<file path="src/rtl/coin_input_conditioner.sv">
// Front end for the vending-machine FSM: synchronises and debounces the coin and cancel inputs,
// latches rising edges as pending events and issues them one per cycle while the FSM is not busy.
module coin_input_conditioner #(
   parameter int unsigned DEBOUNCE_CYCLES = 16,
   parameter int unsigned CNT_W           = 5
) (
   input  logic       clk,
   input  logic       rst,
   input  logic       coin50_raw,
   input  logic       coin100_raw,
   input  logic       cancel_raw,
   input  logic       busy,
   output logic       fifty,
   output logic       dollar,
   output logic       cancel,
   output logic [2:0] pending
);

   localparam int NumCh = 3;
   localparam logic [CNT_W-1:0] CntMax = CNT_W'(DEBOUNCE_CYCLES - 1);

   // Channel bit order everywhere: {cancel, dollar, fifty}.
   logic [NumCh-1:0] raw;
   logic [NumCh-1:0] sync1_q, sync2_q;
   logic [NumCh-1:0] deb_q, deb_d;
   logic [NumCh-1:0] rise;
   logic [CNT_W-1:0] cnt_q [NumCh];
   logic [CNT_W-1:0] cnt_d [NumCh];
   logic [NumCh-1:0] pending_q, pending_d;
   logic [NumCh-1:0] issue_d;
   logic [NumCh-1:0] out_q;

   assign raw = {cancel_raw, coin100_raw, coin50_raw};

   always_ff @(posedge clk or negedge rst) begin
      if (!rst) begin
         sync1_q <= '0;
         sync2_q <= '0;
      end else begin
         sync1_q <= raw;
         sync2_q <= sync1_q;
      end
   end

   // The debounced level follows only after DEBOUNCE_CYCLES consecutive disagreeing samples.
   always_comb begin
      deb_d = deb_q;
      rise  = '0;
      for (int i = 0; i < NumCh; i++) begin
         cnt_d[i] = '0;
         if (sync2_q[i] != deb_q[i]) begin
            if (cnt_q[i] == CntMax) begin
               deb_d[i] = sync2_q[i];
               rise[i]  = sync2_q[i];
            end else begin
               cnt_d[i] = cnt_q[i] + CNT_W'(1);
            end
         end
      end
   end

   always_ff @(posedge clk or negedge rst) begin
      if (!rst) begin
         deb_q <= '0;
         for (int i = 0; i < NumCh; i++) begin
            cnt_q[i] <= '0;
         end
      end else begin
         deb_q <= deb_d;
         for (int i = 0; i < NumCh; i++) begin
            cnt_q[i] <= cnt_d[i];
         end
      end
   end

   // Fixed priority cancel > dollar > fifty; a new edge on the channel being issued re-arms it.
   always_comb begin
      issue_d = '0;
      if (!busy) begin
         if (pending_q[2]) begin
            issue_d = 3'b100;
         end else if (pending_q[1]) begin
            issue_d = 3'b010;
         end else if (pending_q[0]) begin
            issue_d = 3'b001;
         end
      end
      pending_d = (pending_q & ~issue_d) | rise;
   end

   always_ff @(posedge clk or negedge rst) begin
      if (!rst) begin
         pending_q <= '0;
         out_q     <= '0;
      end else begin
         pending_q <= pending_d;
         out_q     <= issue_d;
      end
   end

   assign fifty   = out_q[0];
   assign dollar  = out_q[1];
   assign cancel  = out_q[2];
   assign pending = pending_q;

endmodule
</file>
<file path="config.mk">
export PLATFORM = sky130hd
export DESIGN_NAME = coin_input_conditioner
export DESIGN_NICKNAME = d
export VERILOG_FILES = /design/src/rtl/coin_input_conditioner.sv
export SDC_FILE = /design/constraint.sdc
export NUM_CORES = 1
export LEC_CHECK = 0
export BUFFER_PORTS_ARGS = -buffer_cell sky130_fd_sc_hd__buf_2
export CAP_MARGIN = 20
export CORE_AREA = 2 2 50 52
export CTS_BUF_LIST = sky130_fd_sc_hd__clkbuf_8
export DETAILED_ROUTE_END_ITERATION = 10
export DIE_AREA = 0 0 52 54
export GPL_ROUTABILITY_DRIVEN = 0
export PLACE_DENSITY = 0.72
export REMOVE_ABC_BUFFERS = 1
export SLEW_MARGIN = 20
export SYNTH_ARGS = -nofsm -noshare
export SYNTH_HDL_FRONTEND = slang
export SYNTH_SLANG_ARGS = --single-unit
export TNS_END_PERCENT = 30
</file>
<file path="constraint.sdc">
create_clock -name clk -period 1.13 [get_ports clk]
set_input_delay 0.0565 -clock clk [delete_from_list [all_inputs] [get_ports clk]]
set_output_delay 0.0565 -clock clk [all_outputs]
set_load 0.02 [all_outputs]
</file>
After elaboration in Yosys (flattened, before gate mapping)
Index checks and enable logic that the tools add are counted.
{"block": "word_totals", "reg_bits": 30, "input_bits": 6, "output_inout_bits": 6, "wordCells": 41}
{"block": "classes", "add_sub_neg": 3, "eq_ne": 6, "muxes": 16, "n_bitwise": 3, "reduce_logical": 3}
{"operator": "$mux 5", "n": 6}
{"operator": "$add 5x1->5 const B", "n": 3}
{"operator": "$eq 5x4->1 const B", "n": 3}
{"operator": "$mux 1", "n": 7}
{"operator": "$mux 3", "n": 2}
{"operator": "$reduce_and 2->1", "n": 3}
{"operator": "$and 3x3->3", "n": 1}
{"operator": "$ne 1x1->1", "n": 3}
{"operator": "$not 3->3", "n": 1}
{"operator": "$or 3x3->3", "n": 1}
{"operator": "$mux 2", "n": 1}

Logic depth before layout (Yosys ltp)
{"block": "logic_depth", "depth_word": 7, "depth_mapped": 4, "depth_no_buf": 4}

Worst setup path before layout
No wires, ideal clock.
{"block": "synth_path", "kind": "register to register", "from": "register cnt_q[0] (netlist bit)", "to": "register deb_q[2]", "setup_time_ns": 0.128, "t_arrival_ns": 1.045, "required_time_ns": 1.002, "path_slack_ns": -0.042, "path_stages_with_launch": 5, "path_buffers": 0, "period_less_slack_ns": 1.172, "cell_sequence": "dfrtp_1 -> ha_1 -> nand3_2 -> nor2_2 -> mux2_1"}
{"block": "synth_via", "elab_chain_len": 2}
{"element": "from (decl)", "line": "27", "source": "logic [CNT_W-1:0] cnt_q [NumCh];"}
{"element": "from (signal, indexed assignment)", "line": "71", "source": "cnt_q[i] <= cnt_d[i];"}
{"element": "$eq 5x4->1", "line": "52", "source": "if (cnt_q[i] == CntMax) begin"}
{"element": "$reduce_and 2->1 (no source line)"}
{"element": "to (signal assigned)", "line": "64", "source": "deb_q <= '0;"}
{"element": "to (signal assigned)", "line": "69", "source": "deb_q <= deb_d;"}
{"element": "to (decl)", "line": "25", "source": "logic [NumCh-1:0] deb_q, deb_d;"}
No other way between the ends.
A chain may end at the register's enable or synchronous reset.

Final worst setup path
Same ends and word-level chain as after synthesis.

==> impl_metrics.py <==
metrics = {
    "critical_path": {
        "end_kind": "flop",
        "rrSetupSlack_ns": -0.04,
        "r2r-end": "deb_q[2]",
        "cp_data_arrival_time_ns": 1.33,
        "crit_chain": "ha_2 > nand3_4 > nor2_4 > mux2_4",
        "max_stage_delay_ns": 0.35,
        "critPathMaxFanout": 2,
        "crit_slowest_cell": "dfrtp_1",
        "r2r-start": "cnt_q[0]",
        "worstSetupPathType": "reg -> reg",
        "critical_path_required_ns": 1.29,
        "cp-start-kind": "flop",
        "critical_path.startpoint": "cnt_q[0]",
        "r2r_cells": 4,
    },
    "placed_design": {
        "dp.cells": 130,
        "placed_cell_area_sq_um": 1264,
        "hpwlAfterDp_um": 1135,
        "io_buffers": 11,
        "place_ws_ns": -0.05873,
    },
    "clocking": {
        "clkLatencyLatePin_ns": 0.28,
        "cts_buffers": 5,
        "clk_pin_slew_ns": 0.06,
        "clkSinkCount": 30,
        "cts_buffer_depth": 2,
        "cts_tree": "done",
        "root_buffer": "clkbuf_8",
        "htreeDepth": 2,
    },
    "floorplanning": {
        "rows": 18,
        "die_y_um": 54,
        "start_util": 0.4865,
        "coreArea_sq_um": 2320,
        "die_x_um": 52,
        "ios": 12,
        "dieArea_sq_um": 2808,
    },
    "power": {
        "peakVddDrop_uv": 965.6,
        "pwr_density_cell_nw_per_um2": 1440,
        "p_leak_nw": 0.7506,
    },
    "yosys": {
        "synth.area.top_cells": "dfrtp_1, xor2_1, ha_1",
        "synth_top_area_share": 0.6652,
        "synth.distinct_cells": 21,
        "netlist_area_sq_um": 1129,
        "yosys.area.top_type": "dfrtp_1",
        "ys_seq_area_frac": 0.6652,
        "ys.warnings.count": 0,
        "synth_area_per_cell_sq_um": 13.28,
        "ys_seq_elements": 30,
        "synthCells": 85,
    },
    "timing": {
        "fin_crit_ns": 1.171,
        "max_freq_mhz": 854.0,
        "slew_headroom": 0.8156,
        "drv_slew": 0,
        "clock_skew_ns": 0.005816,
        "min_period_over_period": 1.036,
        "finalHoldViolations": 0,
        "tightest_slew_ns": 0.2728,
        "final-setup-viol-count": 2,
        "rsz0062_at_grt": "yes",
        "fin_ws_ns": -0.04099,
    },
    "layout": {
        "final_cell_mix": "dfrtp_1, buf_2, xor2_1",
        "area_growth_pct": 31.26,
        "post-route-cell-area_sq_um": 1481,
        "drive_above_1_share": 0.3534,
        "final_common_cell": "dfrtp_1",
        "antenna_cells": 0,
        "finalNonFillerCells": 146,
        "nNetsFinal": 124,
        "regArea_sq_um": 750.7,
        "multi_input_area_sq_um": 415.4,
        "fillerInstances": 189,
    },
    "global_routing": {
        "antenna_found_initial": 0,
        "grt_max_degree": 31,
        "grt_pass1_vias": 732,
        "grt_overflow": 0,
        "grt_pass1_wl_um": 3001,
        "track_usage": 0.1581,
    },
    "detailed_routing": {
        "totalWireLength_um": 1751,
        "first_pass_iters": 4,
        "dr.first_iter.drc_count": 3,
        "ant_nets": 0,
        "drc_errors": 0,
        "post_drt_wl_per_cell_um": 11.99,
        "viasPerCell": 4.863,
        "vias": 710,
    },
    "worst_hold_path": {
        "hold_class": "in -> reg",
        "min_path_cells": 2,
        "min_to": "out_q[2]",
        "worstHoldStart": "busy",
    },
    "job": {
        "cap_violations": 0,
    },
    "run_status": {
        "status": "finished, violations left",
        "violations": "negative setup slack",
    },
}
==> how the worst max path moves through the flow <==
stage	endpoint	slack (ns)	depth (start not counted)
2_1_floorplan	deb_q[2]	-0.04	4
5_1_grt	cnt_q[1]	-0.09	5
3_3_place_gp	deb_q[2]	-0.02	4
6_report	deb_q[2]	-0.04	4
4_1_cts	deb_q[2]	-0.06	4
3_5_place_dp	deb_q[2]	-0.06	4
==> state kept, by name, indices dropped and copies added, names as in the netlist <==
signal   count
out_q        3
cnt_q       15
sync1_q      3
pending      3
deb_q        3
sync2_q      3
==> where the power goes <==
group / leakage, nW / switching, mW / internal [mW] / total, mW
Combinational: 0.301 / 0.0634 / 0.0723 / 0.136
Sequential: 0.398 / 0.0304 / 1.11 / 1.14
Clock: 0.0524 / 0.374 / 0.481 / 0.855
==> what timing repair did <==
| action | in CTS | in global routing |
|---|---|---|
| buffers inserted | 3 | 1 |
| hold endpoints to repair | 33 | 0 |
| hold buffers | 4 | 0 |
| cloned | 0 | 0 |
| gates resized for setup | 4 | 10 |
| endpoints found under the setup margin | 7 | 15 |
| pin swaps | 3 | 3 |
==> layout make-up <==
cell class / count / area share
Tap cell: 30 / 0.02534
Clock buffer: 6 / 0.05574
Inverter: 5 / 0.01267
Timing Repair Buffer: 23 / 0.1132
Multi-Input combinational cell: 50 / 0.2804
Clock inverter: 2 / 0.005912
Sequential cell: 30 / 0.5068
==> cells by family after synthesis <==
kind of cell / synth area share
AND/OR/NAND/NOR: 0.1342
buffers and inverters: 0.01663
AO/OA/AOI/OAI: 0.07095
XOR/XNOR: 0.06985
flip-flops: 0.6652
adder cells (fa/ha/maj): 0.03326
multiplexers: 0.009977
==> cells in the mapped netlist <==
cell type and instances:
a32o_1 1, nor3b_1 1, nor2b_1 1, nand3_2 3, nor2_2 1, and2_2 2, dfrtp_1 30, ha_1 3
and3_1 2, nand3_1 3, nor4b_1 1, inv_1 5, and2_1 2, xor2_1 9, o41ai_1 2, o21ai_1 3
o21ai_0 3, o31ai_1 3, mux2_1 1, nor2_1 8, and3_2 1
==> per-layer routing <==
layer / vias up / track usage / share of wire
li1: 348 / - / -
met1: 346 / 0.1646 / 0.44
met2: 11 / 0.2616 / 0.50
met3: 5 / 0.05833 / 0.043
met4: 0 / 0.1184 / 0.022
met5: - / 0 / 0
==> per-stage QoR <==
stage	TNS, ns	hold slack, ns	util	power [mW]
global route	-0.4619	0.007276	0.6386	2.236
detailed placement	-0.1306	0.01649	0.5448	1.263
global placement	-0.01881	0.01684	0.5448	1.255
finish	-0.07830	0.004529	0.6386	2.133
CTS	-0.2276	0.00008007	0.6176	2.150
floorplan	-0.04235	-0.2391	-	1.201
==> worst max-delay path: cells and delay by family, from the launching register on <==
kind | cells | cell delay [ns]
fa+ha+maj | 1 | 0.21
flops | 1 | 0.35
mux | 1 | 0.30
simple gates | 2 | 0.20
Power figures use the tool's default switching activity.
